<file path="src/rtl/i2c_bit_ctrl_if.sv">
`default_nettype none
// ============================================================================
// Module   : i2c_bit_ctrl_if
// Brief    : Command handshake and open-drain pad bundle for i2c_bit_ctrl.
// Revision : 1.0 - initial release
// ============================================================================
interface i2c_bit_ctrl_if;
    logic [10:0] div_cnt;
    logic        cmd_valid;
    logic        cmd_ready;
    logic [2:0]  cmd;
    logic        din;
    logic        dout;
    logic        done;
    logic        al;
    logic        busy;
    logic        scl_i;
    logic        sda_i;
    logic        scl_oe;
    logic        sda_oe;

    modport slave (
        input  div_cnt, cmd_valid, cmd, din, scl_i, sda_i,
        output cmd_ready, dout, done, al, busy, scl_oe, sda_oe
    );

    modport master (
        output div_cnt, cmd_valid, cmd, din, scl_i, sda_i,
        input  cmd_ready, dout, done, al, busy, scl_oe, sda_oe
    );
endinterface
`default_nettype wire

</file>
<file path="src/rtl/i2c_bit_ctrl.sv">
`default_nettype none
// ============================================================================
// Module   : i2c_bit_ctrl
// Brief    : Bit-level I2C master sequencer (START/STOP/WRITE/READ, 4 phases).
// Revision : 1.0 - initial release
// ============================================================================
module i2c_bit_ctrl (
    input  wire logic      clk,
    input  wire logic      rst,
    i2c_bit_ctrl_if.slave  bus
);
    localparam logic [2:0] c_ST_IDLE = 3'd0;
    localparam logic [2:0] c_ST_PH_A = 3'd1;
    localparam logic [2:0] c_ST_PH_B = 3'd2;
    localparam logic [2:0] c_ST_PH_C = 3'd3;
    localparam logic [2:0] c_ST_PH_D = 3'd4;

    localparam logic [2:0] c_CMD_START = 3'd1;
    localparam logic [2:0] c_CMD_STOP  = 3'd2;
    localparam logic [2:0] c_CMD_WRITE = 3'd3;
    localparam logic [2:0] c_CMD_READ  = 3'd4;

    logic [2:0]  r_state;
    logic [2:0]  w_next_state;
    logic [10:0] r_cnt;
    logic [10:0] r_div;
    logic [2:0]  r_cmd;
    logic        r_din;
    logic        r_dout;
    logic        r_done;
    logic        r_al;
    logic        w_scl_oe;
    logic        w_sda_oe;
    logic        w_accept;
    logic        w_valid_code;
    logic        w_busy;
    logic        w_stretch;
    logic        w_phase_end;
    logic        w_arb_lost;

    assign w_busy       = (r_state != c_ST_IDLE);
    assign w_accept     = bus.cmd_valid && !w_busy;
    assign w_valid_code = (bus.cmd >= c_CMD_START) && (bus.cmd <= c_CMD_READ);
    // A slave holding a released SCL low freezes the phase timer.
    assign w_stretch    = w_busy && !w_scl_oe && !bus.scl_i;
    assign w_phase_end  = (r_cnt == r_div) && !w_stretch;
    assign w_arb_lost   = ((r_state == c_ST_PH_B) || (r_state == c_ST_PH_C)) &&
                          (r_cmd == c_CMD_WRITE) && r_din && !w_stretch && !bus.sda_i;

    always_ff @(posedge clk or negedge rst) begin
        if (!rst) r_state <= c_ST_IDLE;
        else      r_state <= w_next_state;
    end

    always_comb begin
        w_next_state = r_state;
        case (r_state)
            c_ST_IDLE: if (w_accept && w_valid_code) w_next_state = c_ST_PH_A;
            c_ST_PH_A: if (w_phase_end) w_next_state = c_ST_PH_B;
            c_ST_PH_B: begin
                if (w_arb_lost)       w_next_state = c_ST_IDLE;
                else if (w_phase_end) w_next_state = c_ST_PH_C;
            end
            c_ST_PH_C: begin
                if (w_arb_lost)       w_next_state = c_ST_IDLE;
                else if (w_phase_end) w_next_state = c_ST_PH_D;
            end
            c_ST_PH_D: if (w_phase_end) w_next_state = c_ST_IDLE;
            default:   w_next_state = c_ST_IDLE;
        endcase
    end

    // Line drive is a pure function of state and the latched command, so an
    // asynchronous reset releases both lines at once.
    always_comb begin
        w_scl_oe = 1'b0;
        w_sda_oe = 1'b0;
        if (w_busy) begin
            w_scl_oe = (r_state == c_ST_PH_A) ||
                       ((r_state == c_ST_PH_D) && (r_cmd != c_CMD_STOP));
            case (r_cmd)
                c_CMD_START: w_sda_oe = (r_state == c_ST_PH_C) || (r_state == c_ST_PH_D);
                c_CMD_STOP:  w_sda_oe = (r_state != c_ST_PH_D);
                c_CMD_WRITE: w_sda_oe = !r_din;
                default:     w_sda_oe = 1'b0;
            endcase
        end
    end

    always_ff @(posedge clk or negedge rst) begin
        if (!rst) begin
            r_cnt  <= 11'd0;
            r_div  <= 11'd0;
            r_cmd  <= 3'd0;
            r_din  <= 1'b0;
            r_dout <= 1'b0;
            r_done <= 1'b0;
            r_al   <= 1'b0;
        end else begin
            r_done <= 1'b0;
            r_al   <= 1'b0;
            if (w_accept) begin
                r_cmd  <= bus.cmd;
                r_din  <= bus.din;
                r_div  <= bus.div_cnt;
                r_cnt  <= 11'd0;
                r_done <= !w_valid_code;
            end else if (w_busy) begin
                if (w_arb_lost) begin
                    r_al  <= 1'b1;
                    r_cnt <= 11'd0;
                end else if (w_phase_end) begin
                    r_cnt <= 11'd0;
                    if (r_state == c_ST_PH_D)
                        r_done <= 1'b1;
                    if ((r_state == c_ST_PH_C) && (r_cmd == c_CMD_READ))
                        r_dout <= bus.sda_i;
                end else if (!w_stretch) begin
                    r_cnt <= r_cnt + 11'd1;
                end
            end
        end
    end

    assign bus.cmd_ready = !w_busy;
    assign bus.busy      = w_busy;
    assign bus.done      = r_done;
    assign bus.al        = r_al;
    assign bus.dout      = r_dout;
    assign bus.scl_oe    = w_scl_oe;
    assign bus.sda_oe    = w_sda_oe;
endmodule
`default_nettype wire

</file>
<file path="src/flat_wrapper.sv">
// flat-port wrapper written by rule: the top's interface ports become plain ports
module i2c_bit_ctrl_flat 
  (clk, rst, bus_div_cnt, bus_cmd_valid, bus_cmd, bus_din, bus_scl_i, bus_sda_i, bus_cmd_ready, bus_dout, bus_done, bus_al, bus_busy, bus_scl_oe, bus_sda_oe);
  i2c_bit_ctrl_if bus_i ();
  input  wire logic clk;
  input  wire logic rst;
  input wire logic [$bits(bus_i.div_cnt)-1:0] bus_div_cnt;
  input wire logic [$bits(bus_i.cmd_valid)-1:0] bus_cmd_valid;
  input wire logic [$bits(bus_i.cmd)-1:0] bus_cmd;
  input wire logic [$bits(bus_i.din)-1:0] bus_din;
  input wire logic [$bits(bus_i.scl_i)-1:0] bus_scl_i;
  input wire logic [$bits(bus_i.sda_i)-1:0] bus_sda_i;
  output wire logic [$bits(bus_i.cmd_ready)-1:0] bus_cmd_ready;
  output wire logic [$bits(bus_i.dout)-1:0] bus_dout;
  output wire logic [$bits(bus_i.done)-1:0] bus_done;
  output wire logic [$bits(bus_i.al)-1:0] bus_al;
  output wire logic [$bits(bus_i.busy)-1:0] bus_busy;
  output wire logic [$bits(bus_i.scl_oe)-1:0] bus_scl_oe;
  output wire logic [$bits(bus_i.sda_oe)-1:0] bus_sda_oe;
  assign bus_i.div_cnt = bus_div_cnt;
  assign bus_i.cmd_valid = bus_cmd_valid;
  assign bus_i.cmd = bus_cmd;
  assign bus_i.din = bus_din;
  assign bus_i.scl_i = bus_scl_i;
  assign bus_i.sda_i = bus_sda_i;
  assign bus_cmd_ready = bus_i.cmd_ready;
  assign bus_dout = bus_i.dout;
  assign bus_done = bus_i.done;
  assign bus_al = bus_i.al;
  assign bus_busy = bus_i.busy;
  assign bus_scl_oe = bus_i.scl_oe;
  assign bus_sda_oe = bus_i.sda_oe;
  i2c_bit_ctrl u_core (.clk(clk), .rst(rst), .bus(bus_i));
endmodule
</file>
<file path="config.mk">
export PLATFORM = sky130hd
export DESIGN_NAME = i2c_bit_ctrl_flat
export DESIGN_NICKNAME = d
export VERILOG_FILES = /design/src/rtl/i2c_bit_ctrl_if.sv /design/src/rtl/i2c_bit_ctrl.sv /design/src/flat_wrapper.sv
export SDC_FILE = /design/constraint.sdc
export NUM_CORES = 1
export LEC_CHECK = 0
export ABC_AREA = 1
export CORE_MARGIN = 5
export CORE_UTILIZATION = 40
export DETAILED_ROUTE_END_ITERATION = 8
export HOLD_SLACK_MARGIN = 0.03
export SLEW_MARGIN = 15
export SYNTH_ARGS = -nofsm -noshare
export SYNTH_HDL_FRONTEND = slang
export SYNTH_SLANG_ARGS = --single-unit
</file>
<file path="constraint.sdc">
create_clock -name clk -period 4.2 [get_ports clk]
set_clock_uncertainty 0.1 [all_clocks]
set_input_delay 1.05 -clock clk [delete_from_list [all_inputs] [get_ports clk]]
set_output_delay 1.05 -clock clk [all_outputs]
set_load 0.005 [all_outputs]
</file>
==> metrics.md <==
| Metric | Value |
|---|---|
| Status | complete, no violations |
| Top layer in use | met4 |
| Starting DRC count in detailed routing | 73 |
| Final hold violations | 0 |
| Most frequent cells in the layout | nand2_1, dfrtp_1, clkdlybuf4s50_1 |
| Synth Area per Inst | around 7.4 sq um |
| Worst-margin pin slew | 0.4156 ns |
| Netlist cell types | 27 |
| Post-Syn Area | between 1500 and 2000 sq um |
| Placed Cells | 317 |
| DRC viols | 0 |
| Final ANT Viol Nets | 0 |
| Leakage | 1.070 nW |
| CTS tree | built |
| Flops & latches, synth | 32 |
| VDD IR max | 0.2203 mV |
| Wirelength per Cell | 11.64 um |
| Worst hold path type | reg2reg |
| RSZ-0062 raised after global routing | no |
| Setup crit start kind | register |
| CTS root buf | clkbuf_8 |
| Area Growth Syn to Fin | 24.72% |
| Max-slew headroom | 72.29% |
| Final WL | 3782 um |
| Metal-1 WL | about 1800 um |
| Vias | about 1,500 |
| Global-route wire length before repair | between 6000 and 7000 um |
| Layout cell share with drive strength beyond 1 | 9.890% |
| Core Region | 4324 sq um |
| Clk sinks | 32 |
| Worst-path clk slew | 0.07 ns |
| Die X | 76.55 um |
| Wire length on met2 | 1721 um |
| Element type at the critical path end | primary output |
| Cells after Synth | 239 |
| Io pins | 27 |
| Vias per cell | 4.631 |
| Clock buffer count from CTS | 5 |
| DR pass1 iterations | 4 |
| Resized cells post-CTS | 0 |
| H-tree depth | 2 |
| Hold buffer count at CTS | 0 |
| Buffers on Ports | 26 |
| Final HPWL DP | 2814 um |
| Final nets | a little under 300 |
| Worst setup path category | reg2out |
| Total gr overflow | 0 |
| Setup TNS | 0 ns |
| Total track usage | approximately 14% |
| Syn_nets | 260 |
| R2R setup slack | 2.29 ns |
| Initial antenna violation count | 0 |
| Ant diodes | 0 |
| Clock tree buffer depth | 2 |
| Crit path DAT | 1.84 ns |
| Pin count of the biggest net entering global routing | 33 |
| Metal3 WL | 180 um |
| Total Die Area | 5860 sq um |
| # setup viols final | 0 |
| Post-CTS setup buffer count | 0 |
| Row cnt | 24 |
| Worst skew pair latency | 0.28 ns |
| Final Non-Filler Cells | 325 |
| CP required | ~3.1 ns |
| Min cycle time layout | 2.990 ns |
| Max Slew Vio Count | 0 |
| Die H | approximately 77 um |
| Seq/Total Area, Yosys | between 40% and 50% |
| Worst-path fanout max | 4 |
| Routability cong. | 0.7929 |
| Maxcap violations | 0 |
| Fmax | 334.5 MHz |
| Initial core utilization | 40.97% |
| Power Dens Cells | 655.7 nW/um^2 |
| Period utilization | 71.19% |
| Most common cell after layout, fill and taps aside | nand2_1 |
| Vias in the first global route | 1,424 |
| Synth warn | 0 |
==> area by class of cell <==
| type | instances | area [sq um] |
|---|---|---|
| repair buffers | 28 | 275.3 |
| clock buffers | 6 | 72.57 |
| fillers | 449 | 2115 |
| well taps | 52 | 65.06 |
| inverters | 29 | 108.9 |
| clock inverters | 2 | 35.03 |
| multi-input cells | 176 | 852.1 |
| flip-flops and latches | 32 | 800.8 |
==> final timing paths <==
path                              startpoint               to  depth (start not counted)
max                        u_core.r_state[1]       bus_sda_oe                          8
min                          u_core.bus.dout  u_core.bus.dout                          2
max reg2reg                u_core.r_state[1]  u_core.r_cnt[6]                         10
min reg2reg                  u_core.bus.dout  u_core.bus.dout                          2
max in group asynchronous                rst  u_core.r_cmd[2]                          2
min in group asynchronous                rst  u_core.r_cnt[6]                          2
==> sequential cells by signal, summed over array words and instances (netlist names) <==
name and count:
u_core.r_cnt 11, u_core.r_state 3, u_core.bus.al 1, u_core.bus.done 1, u_core.r_cmd 3, u_core.r_div 11
u_core.bus.dout 1, u_core.r_din 1
==> cell families after synthesis <==
family / Yosys count / share of synthesized area [%]
fa+ha+maj: 1 / 0.7061
compound gates: 15 / 4.873
buf+inv: 31 / 6.709
simple gates: 149 / 37.08
xor+xnor: 11 / 5.438
flops: 32 / 45.20
==> routing by layer <==
layer,vias to the layer above,GRT usage [%]
met5,-,0
met4,0,3.671
met3,4,5.556
met2,27,21.75
met1,670,17.48
li1,804,-
==> power by group <==
group          switching [mW]  internal [mW]  leakage (nW)  total, mW
registers              0.0878          0.417         0.414      0.504
logic                   0.392          0.261         0.600      0.653
clock network           0.115          0.176        0.0552      0.291
total                   0.595          0.854          1.07       1.45
==> metrics by stage <==
step	area [sq um]	setup slack (ns)	hold WS [ns]	power, mW	util [%]
6_report	2210	1.210	0.3853	1.449	51.10
5_1_grt	2210	1.022	0.4113	1.583	51.10
4_1_cts	2210	1.188	0.3933	1.471	51.10
3_5_place_dp	2102	1.480	0.3779	1.173	48.61
3_3_place_gp	2102	1.494	0.3709	1.165	48.61
2_1_floorplan	1772	2.096	0.3623	0.9663	-
==> cell usage after synthesis <==
| cell type | number | share of area [%] |
|---|---|---|
| a21boi_0 | 1 | 0.42 |
| a21oi_1 | 2 | 0.56 |
| a21oi_2 | 1 | 0.49 |
| buf_2 | 2 | 0.56 |
| dfrtp_1 | 32 | 45 |
| ha_1 | 1 | 0.71 |
| inv_1 | 24 | 5.1 |
| inv_2 | 5 | 1.1 |
| nand2_1 | 93 | 20 |
| nand2_2 | 4 | 1.4 |
| nand2_4 | 1 | 0.64 |
| nand3_1 | 12 | 3.4 |
| nand3_2 | 1 | 0.56 |
| nand3_4 | 1 | 0.99 |
| nand4_1 | 3 | 1.1 |
| nor2_1 | 24 | 5.1 |
| nor2_2 | 2 | 0.71 |
| nor2_4 | 3 | 1.9 |
| nor3_1 | 3 | 0.85 |
| nor3b_1 | 1 | 0.42 |
| nor4_1 | 1 | 0.35 |
| o21ai_0 | 7 | 2.0 |
| o21ai_1 | 1 | 0.28 |
| o21bai_1 | 1 | 0.42 |
| o22ai_1 | 2 | 0.71 |
| xnor2_1 | 9 | 4.4 |
| xor2_1 | 2 | 0.99 |
==> worst max-delay path, stage by stage (launching register included) <==
cell and delay, ns:
dfrtp_1 0.41, inv_1 0.11, nand2_2 0.10, nor2_4 0.13
inv_1 0.09, nand2_1 0.06, a21oi_1 0.05, nor2_1 0.09
clkdlybuf4s50_1 0.51
No activity file was read; power rests on OpenSTA's default activity.
